File: config.mk
export PLATFORM = sky130hd
export DESIGN_NAME = rv_decode_stage
export DESIGN_NICKNAME = d
export VERILOG_FILES = /design/src/rtl/rv_decode_stage.sv
export SDC_FILE = /design/constraint.sdc
export NUM_CORES = 1
export LEC_CHECK = 0
export CAP_MARGIN = 25
export CORE_MARGIN = 2
export CORE_UTILIZATION = 47
export CTS_CLUSTER_SIZE = 28
export DETAILED_ROUTE_END_ITERATION = 16
export HOLD_SLACK_MARGIN = 0.03
export PLACE_DENSITY = 0.77
export SLEW_MARGIN = 10
export SYNTH_ARGS = -nofsm -noshare
export SYNTH_HDL_FRONTEND = slang
export SYNTH_SLANG_ARGS = --single-unit
File: constraint.sdc
create_clock -name clk -period 2.15 [get_ports clk]
set_input_delay 0.43 -clock clk [delete_from_list [all_inputs] [get_ports clk]]
set_output_delay 0.43 -clock clk [all_outputs]
set_load 0.02 [all_outputs]
File: src/rtl/rv_decode_stage.sv
// RV32I/RV64I decode pipeline stage: combinational decode, registered output,
// one-entry skid buffer, flush, and a saturating handshake counter.
module rv_decode_stage #(
    parameter int unsigned XLEN  = 32,
    parameter bit          RV64  = 1'b0,
    parameter int unsigned CNT_W = 16
) (
    input  logic             clk,
    input  logic             rst,
    input  logic             flush,
    input  logic             in_valid,
    output logic             in_ready,
    input  logic [31:0]      in_instr,
    input  logic [XLEN-1:0]  in_pc,
    output logic             out_valid,
    input  logic             out_ready,
    output logic [XLEN-1:0]  out_pc,
    output logic [2:0]       out_instr_type,
    output logic [4:0]       out_rd,
    output logic [4:0]       out_rs1,
    output logic [4:0]       out_rs2,
    output logic [2:0]       out_funct3,
    output logic             out_funct7_5,
    output logic [XLEN-1:0]  out_imm,
    output logic             out_save_to_reg,
    output logic             out_rs1_used,
    output logic             out_rs2_used,
    output logic             out_immediate_used,
    output logic             out_is_branch,
    output logic             out_rd_memory,
    output logic             out_wr_memory,
    output logic             out_is_alu_sum,
    output logic             out_illegal,
    output logic [CNT_W-1:0] decoded_count
);

    localparam logic [6:0] OPC_LOAD      = 7'b0000011;
    localparam logic [6:0] OPC_MISC_MEM  = 7'b0001111;
    localparam logic [6:0] OPC_OP_IMM    = 7'b0010011;
    localparam logic [6:0] OPC_AUIPC     = 7'b0010111;
    localparam logic [6:0] OPC_OP_IMM_32 = 7'b0011011;
    localparam logic [6:0] OPC_STORE     = 7'b0100011;
    localparam logic [6:0] OPC_OP        = 7'b0110011;
    localparam logic [6:0] OPC_LUI       = 7'b0110111;
    localparam logic [6:0] OPC_OP_32     = 7'b0111011;
    localparam logic [6:0] OPC_BRANCH    = 7'b1100011;
    localparam logic [6:0] OPC_JALR      = 7'b1100111;
    localparam logic [6:0] OPC_JAL       = 7'b1101111;
    localparam logic [6:0] OPC_SYSTEM    = 7'b1110011;

    localparam logic [2:0] T_R = 3'd0;
    localparam logic [2:0] T_I = 3'd1;
    localparam logic [2:0] T_S = 3'd2;
    localparam logic [2:0] T_B = 3'd3;
    localparam logic [2:0] T_U = 3'd4;
    localparam logic [2:0] T_J = 3'd5;
    localparam logic [2:0] T_N = 3'd7;

    typedef struct packed {
        logic [XLEN-1:0] pc;
        logic [2:0]      itype;
        logic [4:0]      rd;
        logic [4:0]      rs1;
        logic [4:0]      rs2;
        logic [2:0]      funct3;
        logic            funct7_5;
        logic [XLEN-1:0] imm;
        logic            save_to_reg;
        logic            rs1_used;
        logic            rs2_used;
        logic            immediate_used;
        logic            is_branch;
        logic            rd_memory;
        logic            wr_memory;
        logic            is_alu_sum;
        logic            illegal;
    } dec_t;

    dec_t             dec_c;
    dec_t             out_q, out_d, skid_q, skid_d;
    logic             out_valid_q, out_valid_d;
    logic             skid_valid_q, skid_valid_d;
    logic             in_ready_q, in_ready_d;
    logic [CNT_W-1:0] cnt_q, cnt_d;
    logic             accept_c, out_hs_c;

    logic [6:0]       opcode;
    logic [2:0]       f3;
    logic [XLEN-1:0]  imm_i, imm_s, imm_b, imm_u, imm_j;

    assign opcode = in_instr[6:0];
    assign f3     = in_instr[14:12];
    assign imm_i  = XLEN'($signed(in_instr[31:20]));
    assign imm_s  = XLEN'($signed({in_instr[31:25], in_instr[11:7]}));
    assign imm_b  = XLEN'($signed({in_instr[31], in_instr[7], in_instr[30:25], in_instr[11:8], 1'b0}));
    assign imm_u  = XLEN'($signed({in_instr[31:12], 12'b0}));
    assign imm_j  = XLEN'($signed({in_instr[31], in_instr[19:12], in_instr[20], in_instr[30:21], 1'b0}));

    assign accept_c = in_valid && in_ready_q;
    assign out_hs_c = out_valid_q && out_ready;

    // Classify the incoming instruction; illegal encodings collapse to type N.
    always_comb begin
        dec_c          = '0;
        dec_c.pc       = in_pc;
        dec_c.rd       = in_instr[11:7];
        dec_c.rs1      = in_instr[19:15];
        dec_c.rs2      = in_instr[24:20];
        dec_c.funct3   = f3;
        dec_c.funct7_5 = in_instr[30];
        dec_c.itype    = T_N;
        case (opcode)
            OPC_LOAD: begin
                dec_c.itype = T_I; dec_c.imm = imm_i;
                dec_c.save_to_reg = 1'b1; dec_c.rs1_used = 1'b1;
                dec_c.immediate_used = 1'b1; dec_c.rd_memory = 1'b1;
                dec_c.illegal = RV64 ? (f3 == 3'b111) : (f3 == 3'b011 || f3 == 3'b110 || f3 == 3'b111);
            end
            OPC_OP_IMM, OPC_OP_IMM_32: begin
                dec_c.itype = T_I; dec_c.imm = imm_i;
                dec_c.save_to_reg = 1'b1; dec_c.rs1_used = 1'b1; dec_c.immediate_used = 1'b1;
                dec_c.illegal = (opcode == OPC_OP_IMM_32) && !RV64;
            end
            OPC_AUIPC, OPC_LUI: begin
                dec_c.itype = T_U; dec_c.imm = imm_u;
                dec_c.save_to_reg = 1'b1; dec_c.immediate_used = 1'b1; dec_c.is_alu_sum = 1'b1;
            end
            OPC_STORE: begin
                dec_c.itype = T_S; dec_c.imm = imm_s;
                dec_c.rs1_used = 1'b1; dec_c.rs2_used = 1'b1;
                dec_c.immediate_used = 1'b1; dec_c.wr_memory = 1'b1;
                dec_c.illegal = RV64 ? (f3 > 3'b011) : (f3 > 3'b010);
            end
            OPC_OP, OPC_OP_32: begin
                dec_c.itype = T_R;
                dec_c.save_to_reg = 1'b1; dec_c.rs1_used = 1'b1; dec_c.rs2_used = 1'b1;
                dec_c.illegal = (opcode == OPC_OP_32) && !RV64;
            end
            OPC_BRANCH: begin
                dec_c.itype = T_B; dec_c.imm = imm_b;
                dec_c.rs1_used = 1'b1; dec_c.rs2_used = 1'b1;
                dec_c.immediate_used = 1'b1; dec_c.is_branch = 1'b1;
                dec_c.illegal = (f3 == 3'b010) || (f3 == 3'b011);
            end
            OPC_JALR: begin
                dec_c.itype = T_I; dec_c.imm = imm_i;
                dec_c.save_to_reg = 1'b1; dec_c.rs1_used = 1'b1; dec_c.immediate_used = 1'b1;
                dec_c.is_branch = 1'b1; dec_c.is_alu_sum = 1'b1;
                dec_c.illegal = (f3 != 3'b000);
            end
            OPC_JAL: begin
                dec_c.itype = T_J; dec_c.imm = imm_j;
                dec_c.save_to_reg = 1'b1; dec_c.immediate_used = 1'b1;
                dec_c.is_branch = 1'b1; dec_c.is_alu_sum = 1'b1;
            end
            OPC_MISC_MEM, OPC_SYSTEM: dec_c.itype = T_I;
            default: dec_c.illegal = 1'b1;
        endcase
        if (dec_c.illegal) begin
            dec_c.itype          = T_N;
            dec_c.imm            = '0;
            dec_c.save_to_reg    = 1'b0;
            dec_c.rs1_used       = 1'b0;
            dec_c.rs2_used       = 1'b0;
            dec_c.immediate_used = 1'b0;
            dec_c.is_branch      = 1'b0;
            dec_c.rd_memory      = 1'b0;
            dec_c.wr_memory      = 1'b0;
            dec_c.is_alu_sum     = 1'b0;
        end
    end

    // Output/skid buffer steering; flush drops everything including the concurrent input.
    always_comb begin
        out_d        = out_q;
        skid_d       = skid_q;
        out_valid_d  = out_valid_q;
        skid_valid_d = skid_valid_q;
        cnt_d        = cnt_q;
        if (out_hs_c && (cnt_q != {CNT_W{1'b1}})) begin
            cnt_d = cnt_q + CNT_W'(1);
        end
        if (flush) begin
            out_valid_d  = 1'b0;
            skid_valid_d = 1'b0;
        end else if (!out_valid_q || out_hs_c) begin
            if (skid_valid_q) begin
                out_d        = skid_q;
                out_valid_d  = 1'b1;
                skid_valid_d = 1'b0;
            end else if (accept_c) begin
                out_d       = dec_c;
                out_valid_d = 1'b1;
            end else begin
                out_valid_d = 1'b0;
            end
        end else if (accept_c) begin
            skid_d       = dec_c;
            skid_valid_d = 1'b1;
        end
        in_ready_d = !skid_valid_d;
    end

    // State registers with synchronous reset.
    always_ff @(posedge clk) begin
        if (rst) begin
            out_q        <= '0;
            skid_q       <= '0;
            out_valid_q  <= 1'b0;
            skid_valid_q <= 1'b0;
            in_ready_q   <= 1'b0;
            cnt_q        <= '0;
        end else begin
            out_q        <= out_d;
            skid_q       <= skid_d;
            out_valid_q  <= out_valid_d;
            skid_valid_q <= skid_valid_d;
            in_ready_q   <= in_ready_d;
            cnt_q        <= cnt_d;
        end
    end

    assign in_ready           = in_ready_q;
    assign out_valid          = out_valid_q;
    assign out_pc             = out_q.pc;
    assign out_instr_type     = out_q.itype;
    assign out_rd             = out_q.rd;
    assign out_rs1            = out_q.rs1;
    assign out_rs2            = out_q.rs2;
    assign out_funct3         = out_q.funct3;
    assign out_funct7_5       = out_q.funct7_5;
    assign out_imm            = out_q.imm;
    assign out_save_to_reg    = out_q.save_to_reg;
    assign out_rs1_used       = out_q.rs1_used;
    assign out_rs2_used       = out_q.rs2_used;
    assign out_immediate_used = out_q.immediate_used;
    assign out_is_branch      = out_q.is_branch;
    assign out_rd_memory      = out_q.rd_memory;
    assign out_wr_memory      = out_q.wr_memory;
    assign out_is_alu_sum     = out_q.is_alu_sum;
    assign out_illegal        = out_q.illegal;
    assign decoded_count      = cnt_q;

endmodule

==> impl_metrics.ini <==
[outcome]
outcome = finished, final reports clean

[pwr]
p_int_mw = 6.628
p_seq_share_pct = 45.4
clock_power_share_pct = 43.9
switchingPower_mw = 2.158
p_sw_share_pct = 24.56
peakVddDrop_uv = 613.4
power_leakage_nw = 4.473
power.density_nw_per_um2 = 697.8
p_comb_share_pct = 10.7

[floorplan]
dieArea_sq_um = 20110
io_pins = 182
rows = 50
die_y_microns = 141.8
die_w_microns = 141.8
start_util_pct = 47.88
core_area_sq_um = 18640

[cts]
cts.sinks = 209
cts_buffer_depth = 3
clk_pin_slew_ns = 0.06
cts_root_buf = clkbuf_16
hold_buffers = 0
cts_buffers = 24
htreeDepth = 1
clock_latency_ns = 0.52
cts_tree = done

[timing]
max_freq_mhz = 467.5
hold_viol = 0
final-setup-viol-count = 0
layout_min_cycle_time_ns = 2.139
period_share_pct = 99.48
hold_slack_ns = 0.2883
rsz0062_at_grt = true
slew_violations = 0
worst_slack_ns = 0.01115
worst_slew_pin_slew_ns = 0.7877
relSlewSlack_pct = 47.48
skew_ns = 0.008821

[global_routing]
antenna_found_initial = 0
grt_max_degree = 92
grt_pass1_vias = 8215
grt-ovfl-total = 0
grt_pass1_wl_mm = 42.00
grtUsageTotal_pct = 25.59

[logic_synthesis]
async_flop_share_pct = 0
synthesis.nets = 1127
seq_area_frac_synth_pct = 46.87
yosysWarnings = 0
synth.cell_area_sq_um = 8926
synth_edf_count = 0
synthFlopType = dfxtp_1
synth_area_per_cell_sq_um = 8.445
yosys.cell_types.count = 62
ys_ff_latch = 209
syn_inst = 1057

[routing]
drt-vias-per-instance = 5.717
ant_nets = 0
vias = 8753
drt_first_iter_violations = 446
drtPass1Iterations = 7
drt_wl_total_mm = 26.69
drt-wirelength-per-cell_microns = 17.43
drc_errors = 0

[min_path]
hold_class = in2reg

[placed_design]
io_buffers = 181
dpl.hpwl_mm = 17.80
gp_congestion = 0.9321
dp_slack_ns = -0.8900

[final_layout]
registers.top_by_ff_count = skid_q
mostFrequentLayoutCell = dfxtp_1
drive_gt1_share_pct = 15.34
final_cell_mix = dfxtp_1 (206), clkdlybuf4s50_1 (171), nand2_1 (168), a21oi_1 (100)
final_net_count = 1351
seqCellArea_sq_um = 4190
multiInputGateArea_sq_um = 4583
largest_register_ffs = 95
n_antenna_cell = 0
fillerInstances = 1532
postLayoutCoreUtil_pct = 67.54
syn_to_final_growth_pct = 41.06

[critical_path]
required_ns = 2.60
crit_path_end_kind = register
crit_path_start_kind = input port
critPathKind = in2reg
worstPathArrival_ns = 2.59
worst-path-max-fanout = 5

[flow_run]
maxCapViolations = 0
==> cells by family after synthesis <==
kind of cell,synth area share [%]
compound gates,21.12
xor+xnor,1.374
fa+ha+maj,0.1402
buf+inv,4.135
flops,46.87
mux,5.845
simple gates,20.51
==> layer usage <==
layer / wire length, microns / track usage [%] / up-vias
li1: - / - / 4242
met1: 11500 / 34.23 / 4103
met2: 12550 / 42.26 / 350
met3: 1782 / 3.881 / 58
met4: 851 / 9.053 / 0
met5: 0 / 0 / -
==> final timing paths <==
| path | from | endpoint | slack [ns] | cells past startpoint |
|---|---|---|---|---|
| worst max-delay path | in_instr[14] | skid_q[31] | 0.01 | 8 |
| worst min-delay path | flush | out_valid | 0.29 | 3 |
| worst max register to register | in_ready | skid_q[31] | 0.02 | 6 |
| worst min register to register | skid_q[21] | skid_q[21] | 0.44 | 2 |
==> area by class of cell <==
| cell class | instances | share of cell area, % |
|---|---|---|
| Clock buffer | 33 | 5.436 |
| Clock inverter | 9 | 0.5565 |
| Inverter | 8 | 0.2385 |
| Multi-Input combinational cell | 755 | 36.40 |
| Sequential cell | 209 | 33.28 |
| Tap cell | 234 | 2.325 |
| Timing Repair Buffer | 283 | 21.76 |
==> power by group through the flow <==
stage	Clock [mW]	Combinational (mW)	Sequential, mW
3_3_place_gp	0	0.910	4.07
4_1_cts	3.90	0.925	3.99
6_report	3.86	0.941	3.99
5_1_grt	4.08	1.00	3.99
3_5_place_dp	0	0.917	4.07
2_1_floorplan	0	0.317	4.16
==> timing repair <==
action	CTS	global route
gates resized for setup	22	39
buffers inserted	1	0
endpoints found under the setup margin	64	52
pin swaps	0	11
gates cloned	2	0
==> Yosys cell counts, types with 2 or more instances <==
| cell type | count | area (sq um) |
|---|---|---|
| inv_1 | 8 | 30.03 |
| a22oi_1 | 6 | 45.04 |
| and4_1 | 3 | 26.28 |
| or3b_2 | 3 | 26.28 |
| or3_1 | 4 | 25.02 |
| a32o_1 | 2 | 20.02 |
| and2_1 | 2 | 12.51 |
| nand3b_1 | 2 | 15.01 |
| a31oi_1 | 14 | 87.58 |
| a22o_1 | 10 | 87.58 |
| nor4_1 | 13 | 81.33 |
| and3_1 | 35 | 219.0 |
| a21bo_2 | 2 | 20.02 |
| a32oi_1 | 2 | 17.52 |
| xnor2_1 | 14 | 122.6 |
| o21ai_0 | 26 | 130.1 |
| or2_2 | 4 | 25.02 |
| nor2b_1 | 4 | 25.02 |
| o211ai_1 | 5 | 37.54 |
| and4b_1 | 2 | 20.02 |
| o21ai_1 | 19 | 95.09 |
| o21a_1 | 10 | 75.07 |
| nor2_1 | 90 | 337.8 |
| nand2b_1 | 7 | 43.79 |
| nand4_1 | 8 | 50.05 |
| buf_6 | 2 | 22.52 |
| a21oi_1 | 100 | 500.5 |
| a211oi_1 | 53 | 397.9 |
| and3b_1 | 4 | 35.03 |
| nand2_1 | 170 | 638.1 |
| mux2i_1 | 51 | 510.5 |
| o31ai_1 | 12 | 90.09 |
| o2bb2ai_1 | 6 | 52.55 |
| a21boi_0 | 8 | 60.06 |
| o22ai_1 | 14 | 87.58 |
| clkbuf_1 | 81 | 304.0 |
| nor4b_1 | 3 | 26.28 |
| dfxtp_1 | 209 | 4184 |
| nand3_1 | 12 | 60.06 |
| nor3b_1 | 2 | 15.01 |
| nor3_1 | 14 | 70.07 |
==> through the flow <==
| step | TNS (ns) | total power [mW] | cells | cell area (sq um) |
|---|---|---|---|---|
| after floorplan | -2.989 | 4.476 | 1057 | 8935 |
| after global placement | -57.53 | 4.980 | 1486 | 11610 |
| after detailed placement | -62.93 | 4.989 | 1486 | 11610 |
| after CTS | 0 | 8.814 | 1531 | 12450 |
| after global routing | -0.2225 | 9.075 | 1531 | 12590 |
| final | 0 | 8.785 | 1531 | 12590 |
==> worst max-delay path: stages <==
cell,delay (ns)
clkdlybuf4s50_1,0.48
buf_4,0.20
a21o_1,0.17
a32oi_2,0.28
nor2_2,0.12
or4_4,0.59
buf_6,0.19
o21ai_2,0.13
Power figures use the tool's default switching activity.
